### src/rtl/alarm_trigger.sv
// alarm_trigger: consumer side of the alarm-setting interface.
// Latches the committed alarm time on ack_flag and compares it against the
// running clock time. It drives the buzzer and handles stop, bounded snooze
// and auto-timeout while ringing.
// Optional feature macro: BUZZER_PULSE_EN (buzzer toggles each second while ringing).
// Ports:
//   clk, rst          clock, asynchronous active-high reset
//   sec_tick          one-cycle pulse per second, aligned with the new cur_* time
//   cur_hours/minutes/seconds  running clock time
//   i_hours/i_minutes, on_off_alarm, ack_flag  setter interface (latched on ack_flag)
//   stop_button, snooze_button  debounced one-cycle pulses
//   buzzer, ringing, snoozing, snooze_cnt  registered status / drive outputs
module alarm_trigger #(
    parameter int unsigned SNOOZE_MIN = 5,
    parameter int unsigned MAX_SNOOZE = 3,
    parameter int unsigned RING_SEC   = 60
) (
    input  logic       clk,
    input  logic       rst,
    input  logic       sec_tick,
    input  logic [4:0] cur_hours,
    input  logic [5:0] cur_minutes,
    input  logic [5:0] cur_seconds,
    input  logic [4:0] i_hours,
    input  logic [5:0] i_minutes,
    input  logic       ack_flag,
    input  logic       on_off_alarm,
    input  logic       stop_button,
    input  logic       snooze_button,
    output logic       buzzer,
    output logic       ringing,
    output logic       snoozing,
    output logic [1:0] snooze_cnt
);

    localparam logic [1:0] MAX_CNT   = 2'(MAX_SNOOZE);
    localparam logic [7:0] RING_LIM  = 8'(RING_SEC);
    localparam logic [6:0] SNZ_MIN7  = 7'(SNOOZE_MIN);

    typedef enum logic [1:0] {
        IDLE    = 2'd0,
        RINGING = 2'd1,
        SNOOZE  = 2'd2
    } state_t;

    state_t     state_q, state_d;
    logic [4:0] al_h_q, al_h_d;
    logic [5:0] al_m_q, al_m_d;
    logic       al_en_q, al_en_d;
    logic [4:0] snz_h_q, snz_h_d;
    logic [5:0] snz_m_q, snz_m_d;
    logic [7:0] ring_cnt_q, ring_cnt_d;
    logic [1:0] snooze_cnt_q, snooze_cnt_d;
    logic       ringing_q, ringing_d;
    logic       snoozing_q, snoozing_d;

    // Snooze target: current time + SNOOZE_MIN with minute/hour wrap
    logic [6:0] min_sum;
    logic       min_wrap;
    logic [4:0] tgt_h;
    logic [5:0] tgt_m;

    always_comb begin
        min_sum  = 7'(cur_minutes) + SNZ_MIN7;
        min_wrap = (min_sum >= 7'd60);
        tgt_m    = min_wrap ? 6'(min_sum - 7'd60) : 6'(min_sum);
        if (!min_wrap)
            tgt_h = cur_hours;
        else if (cur_hours == 5'd23)
            tgt_h = 5'd0;
        else
            tgt_h = cur_hours + 5'd1;
    end

    // Match qualifiers: only on the tick that starts a new minute
    logic       at_minute;
    logic       alarm_match;
    logic       snooze_match;
    logic [7:0] ring_inc;

    always_comb begin
        at_minute    = sec_tick && (cur_seconds == 6'd0) && al_en_q;
        alarm_match  = at_minute && (cur_hours == al_h_q) && (cur_minutes == al_m_q);
        snooze_match = at_minute && (cur_hours == snz_h_q) && (cur_minutes == snz_m_q);
        ring_inc     = (ring_cnt_q == 8'hFF) ? 8'hFF : ring_cnt_q + 8'd1;
    end

    // Next-state and next-output logic
    always_comb begin
        state_d      = state_q;
        al_h_d       = al_h_q;
        al_m_d       = al_m_q;
        al_en_d      = al_en_q;
        snz_h_d      = snz_h_q;
        snz_m_d      = snz_m_q;
        ring_cnt_d   = ring_cnt_q;
        snooze_cnt_d = snooze_cnt_q;

        if (ack_flag) begin
            al_h_d  = i_hours;
            al_m_d  = i_minutes;
            al_en_d = on_off_alarm;
            // A new commit cancels any active alarm event
            if (state_q != IDLE) begin
                state_d      = IDLE;
                snooze_cnt_d = 2'd0;
            end
        end else begin
            unique case (state_q)
                IDLE: begin
                    if (alarm_match) begin
                        state_d      = RINGING;
                        ring_cnt_d   = 8'd0;
                        snooze_cnt_d = 2'd0;
                    end
                end
                RINGING: begin
                    if (sec_tick)
                        ring_cnt_d = ring_inc;
                    if (stop_button) begin
                        state_d      = IDLE;
                        snooze_cnt_d = 2'd0;
                    end else if (snooze_button && (snooze_cnt_q < MAX_CNT)) begin
                        state_d      = SNOOZE;
                        snooze_cnt_d = snooze_cnt_q + 2'd1;
                        snz_h_d      = tgt_h;
                        snz_m_d      = tgt_m;
                    end else if (snooze_button) begin
                        state_d      = IDLE;
                        snooze_cnt_d = 2'd0;
                    end else if (sec_tick && (ring_inc >= RING_LIM)) begin
                        state_d      = IDLE;
                        snooze_cnt_d = 2'd0;
                    end
                end
                SNOOZE: begin
                    if (stop_button) begin
                        state_d      = IDLE;
                        snooze_cnt_d = 2'd0;
                    end else if (snooze_match) begin
                        state_d    = RINGING;
                        ring_cnt_d = 8'd0;
                    end
                end
                default: begin
                    state_d      = IDLE;
                    snooze_cnt_d = 2'd0;
                end
            endcase
        end

        ringing_d  = (state_d == RINGING);
        snoozing_d = (state_d == SNOOZE);
    end

    always_ff @(posedge clk or posedge rst) begin
        if (rst) begin
            state_q      <= IDLE;
            al_h_q       <= 5'd0;
            al_m_q       <= 6'd0;
            al_en_q      <= 1'b0;
            snz_h_q      <= 5'd0;
            snz_m_q      <= 6'd0;
            ring_cnt_q   <= 8'd0;
            snooze_cnt_q <= 2'd0;
            ringing_q    <= 1'b0;
            snoozing_q   <= 1'b0;
        end else begin
            state_q      <= state_d;
            al_h_q       <= al_h_d;
            al_m_q       <= al_m_d;
            al_en_q      <= al_en_d;
            snz_h_q      <= snz_h_d;
            snz_m_q      <= snz_m_d;
            ring_cnt_q   <= ring_cnt_d;
            snooze_cnt_q <= snooze_cnt_d;
            ringing_q    <= ringing_d;
            snoozing_q   <= snoozing_d;
        end
    end

`ifdef BUZZER_PULSE_EN
    // Buzzer starts on at ring entry, toggles per second, off outside RINGING
    logic buzzer_q, buzzer_d;

    always_comb begin
        buzzer_d = 1'b0;
        if (state_d == RINGING) begin
            if (state_q != RINGING)
                buzzer_d = 1'b1;
            else if (sec_tick)
                buzzer_d = ~buzzer_q;
            else
                buzzer_d = buzzer_q;
        end
    end

    always_ff @(posedge clk or posedge rst) begin
        if (rst)
            buzzer_q <= 1'b0;
        else
            buzzer_q <= buzzer_d;
    end

    assign buzzer = buzzer_q;
`else
    assign buzzer = ringing_q;
`endif

    assign ringing    = ringing_q;
    assign snoozing   = snoozing_q;
    assign snooze_cnt = snooze_cnt_q;

endmodule

### config.mk
export PLATFORM = sky130hd
export DESIGN_NAME = alarm_trigger
export DESIGN_NICKNAME = d
export VERILOG_FILES = /design/src/rtl/alarm_trigger.sv
export SDC_FILE = /design/constraint.sdc
export NUM_CORES = 1
export LEC_CHECK = 0
export CAP_MARGIN = 10
export CORE_MARGIN = 5
export CORE_UTILIZATION = 48
export CTS_CLUSTER_SIZE = 14
export DETAILED_ROUTE_END_ITERATION = 12
export PLACE_DENSITY = 0.76
export RECOVER_POWER = 100
export REMOVE_ABC_BUFFERS = 1
export SETUP_SLACK_MARGIN = 0.02
export SYNTH_ARGS = -nofsm -noshare
export SYNTH_HDL_FRONTEND = slang
export SYNTH_SLANG_ARGS = --single-unit
### constraint.sdc
create_clock -name clk -period 1.9 [get_ports clk]
set_input_delay 0.38 -clock clk [delete_from_list [all_inputs] [get_ports clk]]
set_output_delay 0.38 -clock clk [all_outputs]
set_load 0.1 [all_outputs]
=== Word level (Yosys, flattened, before mapping) ===
Cells that the tools add are included.

* Output and inout port bits: 5
* Input bits: 35
* Register bits: 37
* Logic and storage cells: 81

* Muxes and demuxes: 28
* Reduce and logical (&&, ||, !) cells: 15
* Bitwise operators: 2
* Add/sub/neg operators: 5
* Equal/unequal tests: 18
* Order comparisons: 3

{| class="wikitable"
|+ Operator list
! cell !! count
|-
| $mux W8 || 5
|-
| $mux W2 || 17
|-
| $pmux W8 S3 || 1
|-
| $eq A6 B6 Y1 || 2
|-
| $pmux W2 S3 || 2
|-
| $eq A5 B5 Y1 || 2
|-
| $mux W5 || 2
|-
| $add A8 B1 Y8 const B || 1
|-
| $eq A8 B8 Y1 const B || 1
|-
| $ge A8 B6 Y1 const B || 1
|-
| $logic_and A1 B1 Y1 || 8
|-
| $ne A2 B2 Y1 const B || 4
|-
| $reduce_and A4 Y1 || 2
|-
| $add A6 B3 Y7 const B || 1
|-
| $ge A7 B6 Y1 const B || 1
|-
| $logic_not A6 Y1 || 1
|-
| $mux W6 || 1
|-
| $ne A3 B3 Y1 const B || 2
|-
| $ne A6 B6 Y1 const B || 1
|-
| $reduce_and A6 Y1 || 1
|-
| $sub A6 B6 Y6 const B || 1
|-
| $add A5 B1 Y5 const B || 1
|-
| $eq A5 B5 Y1 const B || 1
|-
| $eq A2 B1 Y1 const B || 2
|-
| 8 further kinds || 10
|}

=== Longest topological paths before layout ===
* Depth after elaboration: 11
* Depth in mapped cells: 9
* Depth with buffers taken out: 8

=== Worst setup path before layout ===
No wires, ideal clock.

* Path type: register to register
* Start point: register snooze_cnt_q[0], in the netlist snooze_cnt[0]
* End point: register snz_h_q[3]
* Arrival: 2.419 ns
* Cell stages (with the launch flop): 7
* Slack: -0.589 ns
* Buffers on the path: 0
* Clock period less this slack: 2.489 ns
* Library setup time: 0.070 ns
* Data required time: 1.830 ns
* Cells stage by stage: dfrtp_1 > ha_1 > nand2b_1 > nor3_2 > o21ai_0 > or4_1 > nand3_1

* Cells in the longest elaborated chain, start to end: 3

{| class="wikitable"
|+ RTL lines
! element !! RTL line !! source
|-
| from (decl) || 53 || <nowiki>logic [1:0] snooze_cnt_q, snooze_cnt_d;</nowiki>
|-
| from (signal assigned) || 176 || <nowiki>snooze_cnt_q <= snooze_cnt_d;</nowiki>
|-
| $lt A2 B2 Y1 || 123 || <nowiki>end else if (snooze_button && (snooze_cnt_q < MAX_CNT)) begin</nowiki>
|-
| $logic_and A1 B1 Y1 || 123 ||
|-
| $reduce_and A4 Y1 (no line) || n/a ||
|-
| to (signal assigned) || 173 || <nowiki>snz_h_q <= snz_h_d;</nowiki>
|-
| to (decl) || 50 || <nowiki>logic [4:0] snz_h_q, snz_h_d;</nowiki>
|}

No other way between the ends.
A chain may end at the register's enable or synchronous reset.

=== Final worst setup path ===
* Start point: register snz_m_q[0]
* End point: register ring_cnt_q[6]

* Cells in the longest elaborated chain, start to end: 4

{| class="wikitable"
|+ RTL lines
! element !! RTL line !! source
|-
| from (decl) || 51 || <nowiki>logic [5:0] snz_m_q, snz_m_d;</nowiki>
|-
| from (signal assigned) || 174 || <nowiki>snz_m_q <= snz_m_d;</nowiki>
|-
| $eq A6 B6 Y1 || 84 || <nowiki>snooze_match = at_minute && (cur_hours == snz_h_q) && (cur_minutes == snz_m_q);</nowiki>
|-
| $logic_and A1 B1 Y1 || 84 ||
|-
| $ne A2 B2 Y1 (no line) || n/a ||
|-
| $reduce_and A6 Y1 (no line) || n/a ||
|-
| to (signal assigned) || 175 || <nowiki>ring_cnt_q <= ring_cnt_d;</nowiki>
|-
| to (decl) || 52 || <nowiki>logic [7:0] ring_cnt_q, ring_cnt_d;</nowiki>
|}

No other way between the ends.

==> summary.txt <==
Status
  • Outcome: finished with violations
  • Failing checks: negative setup slack

GRT
  • Vias in the first global route: 2458
  • Remaining global-route overflow: 0
  • First-pass GRT wire length: 11900 um
  • Largest net degree at the start of global routing: 38
  • Initial antenna violation count: 0
  • GRT Total Usage: 0.241

Layout
  • Fill cell count: 296
  • Ant diodes: 0
  • Final #Nets: 378
  • Area grow syn2layout: 55.1%
  • Share of layout cells above drive strength 1: 0.420
  • Sequential cell area: 926 sq um
  • Multi-input logic area: 0.00165 sq mm

Synthesis
  • Yosys reg bits: 37
  • FFs w/ async S/R, synth: 1.00
  • Syn_area_per_cell: 9.97 sq um
  • Top cells by area, synth: dfrtp_1 (39%), xnor2_1 (7.4%), mux2_2 (7.1%), xor2_1 (3.7%), ha_1 (3.2%)
  • Post-synth top cells: dfrtp_1 (37), xnor2_1 (20), nand2_1 (18)
  • Synth area leader: dfrtp_1
  • Top FF cell, synth: dfrtp_1
  • Yosys cell types: 57
  • Post-synth top area share: 0.392
  • Yosys warnings: 0
  • Top-count cell post-synth: dfrtp_1
  • Post-synth EDFFs: 0
  • Sequential share of the synthesized area: 0.392
  • Mapped cell area: 0.00236 sq mm
  • Mapped Cells: 237

Critical path
  • Critical path arrival: 2400 ps
  • Reg2Reg Depth: 7
  • R2R Setup Slk: -320 ps
  • Setup CP Type: register to register
  • Critical path endpoint category: register
  • CP Data Required Time: 2080 ps
  • Worst r2r dst: ring_cnt_q[6]$_DFFE_PP0P_
  • CP cell instances: xor2_1, nor4_2, nand4_1, a21o_1, or3_4, buf_6, o22a_1
  • CP top delay family: simple AND/OR/NAND/NOR gates
  • Critical R2R Launch: snz_m_q[0]$_DFFE_PP0P_
  • Crit path buffers/inverters: 1
  • CP max-delay cell: dfrtp_1
  • Crit path launch type: register
  • Critical path's largest stage delay: 410 ps
  • CP Max Fanout: 4

STA
  • RSZ-0062 raised after global routing: true
  • Finish-stage setup viols: 18
  • Period utilisation layout: 1.17
  • Rel. slew slack: 0.381
  • Worst Setup Slack, final: -322 ps
  • Fin. max-slew vios: 0
  • Fin. Hold Viols: 0
  • Maximum clock frequency: 450 MHz
  • Fin Setup TNS: -3320 ps
  • Clock Skews: 10.1 ps
  • Final worst path period need: 2220 ps
  • Slew @ Worst Pin: 928 ps

Clocking
  • Cts bufs inserted: 5
  • Max Root-Sink Buffers: 2
  • TritonCTS clock tree: built
  • # clock sinks: 37
  • Root Driver: clkbuf_8
  • Clk pin slew, worst setup/hold paths: 80 ps
  • Max H-tree Level: 2
  • Clock Latency Late Sink: 300 ps

Floorplan
  • Core outline area: 0.00475 sq mm
  • Die area: 0.00643 sq mm
  • Io pins: 40
  • Initial Util: 0.497
  • Die H: 80.2 um
  • # rows: 25
  • Die X: 80.2 um

Routing
  • Vias: 2350
  • Routed Antenna Nets: 0
  • Total wire length: 7960 um
  • Vias/cell: 5.80
  • DR pass1 iterations: 4
  • # DRC: 0
  • Post-DR wirelength/cell: 19.7 um
  • DRT iter0 DRCs: 166

Min path
  • Worst Hold Class: primary input to register
  • Hold Path End: snz_m_q[0]$_DFFE_PP0P_
  • Hold Path Depth: 3
  • Hold Path Origin: cur_minutes[0]

Run
  • Max-cap viol count: 0

Placed design
  • Post-detail-place hpwl: 4870 um
  • Number of port buffers: 39
  • RePlAce Congestion: 0.911
  • Pre-CTS WS: -933 ps

Power and ir drop
  • Power per standard cell area: 568 mW/mm^2
  • Design Power: 2.08 mW
  • Leak Pwr: 1.65 nW
  • Worst IR Drop VDD: 0.486 mV
==> stage by stage <==
stage	instance area [sq um]	instances	hold slack [ps]	util
floorplan	2310	225	443	-
global placement	3190	384	486	0.672
detailed placement	3190	384	493	0.672
CTS	3570	402	450	0.751
global route	3660	405	465	0.771
finish	3660	405	463	0.771
==> how the worst max path moves through the flow <==
stage | start | end | slack (ps) | cells after the start
6_report | snz_m_q[0]$_DFFE_PP0P_ | ring_cnt_q[6]$_DFFE_PP0P_ | -320 | 7
5_1_grt | snz_m_q[0]$_DFFE_PP0P_ | ring_cnt_q[4]$_DFFE_PP0P_ | -380 | 7
4_1_cts | snz_h_q[3]$_DFFE_PP0P_ | ring_cnt_q[6]$_DFFE_PP0P_ | -180 | 7
3_5_place_dp | cur_minutes[0] | snz_h_q[4]$_DFFE_PP0P_ | -930 | 9
3_3_place_gp | cur_minutes[0] | ring_cnt_q[4]$_DFFE_PP0P_ | -870 | 8
2_1_floorplan | snooze_cnt[0]$_DFFE_PP0P_ | snz_h_q[3]$_DFFE_PP0P_ | -590 | 6
==> metal layers <==
metal	GRT usage	wire (um)	vias to the layer above	share of wire
li1	-	-	1062	-
met4	0.137	363	0	0.046
met5	0	0	-	0
met3	0.0493	405	32	0.051
met1	0.269	3000	1164	0.38
met2	0.423	4200	92	0.53
==> cell usage in the layout (no fill, tap or decap), types with 8 or more instances in the layout <==
cell | synthesis | final
nand2_1 | 18 | 17
clkbuf_2 | 0 | 8
clkdlybuf4s50_1 | 0 | 14
dfrtp_1 | 37 | 37
buf_6 | 0 | 9
dlygate4sd2_1 | 0 | 8
xor2_1 | 10 | 10
xnor2_1 | 20 | 14
buf_4 | 2 | 60
nor2_1 | 9 | 8
mux2_2 | 15 | 12
==> sequential cells by signal, indices dropped and copies added, names as in the netlist <==
register / cells
state_q: 2
buzzer: 1
snz_h_q: 5
snoozing: 1
al_m_q: 6
snooze_cnt: 2
snz_m_q: 6
al_h_q: 5
al_en_q: 1
ring_cnt_q: 8
==> power by group <==
| group | leakage [nW] | switching (mW) | total, mW | internal (mW) |
|---|---|---|---|---|
| registers | 0.481 | 0.0300 | 0.854 | 0.824 |
| clock network | 0.0585 | 0.298 | 0.727 | 0.428 |
| logic | 1.11 | 0.237 | 0.499 | 0.263 |
==> tightest hold or removal path, cell delays in order <==
cell and delay [ps]:
buf_6 120, buf_4 130, o21ai_0 90
==> repair_timing <==
item | CTS | global route
pin swaps | 32 | 24
gates resized for setup | 83 | 26
endpoints found under the hold margin | 0 | 0
buffers inserted | 14 | 5
gates cloned | 0 | 0
setup endpoints to repair | 22 | 20
hold buffers | 0 | 0
==> cell families (layout without fill, tap and decap cells) <==
family          after synthesis  count (layout)  share of synthesized area
buf+inv                      19             120                     0.0344
compound gates               51              51                      0.158
simple gates                 75              75                      0.183
mux                          19              19                     0.0895
flops                        37              37                      0.392
xor+xnor                     30              30                      0.111
fa+ha+maj                     6               6                     0.0318
==> cell type report <==
type,instances,share of cell area
multi-input combinational,181,0.450
sequential,37,0.253
timing repair buffer,105,0.236
clock buffer,7,0.0236
tap,67,0.0229
clock inverter,1,0.00819
inverter,7,0.00717
(Power assumes the default switching activity.)
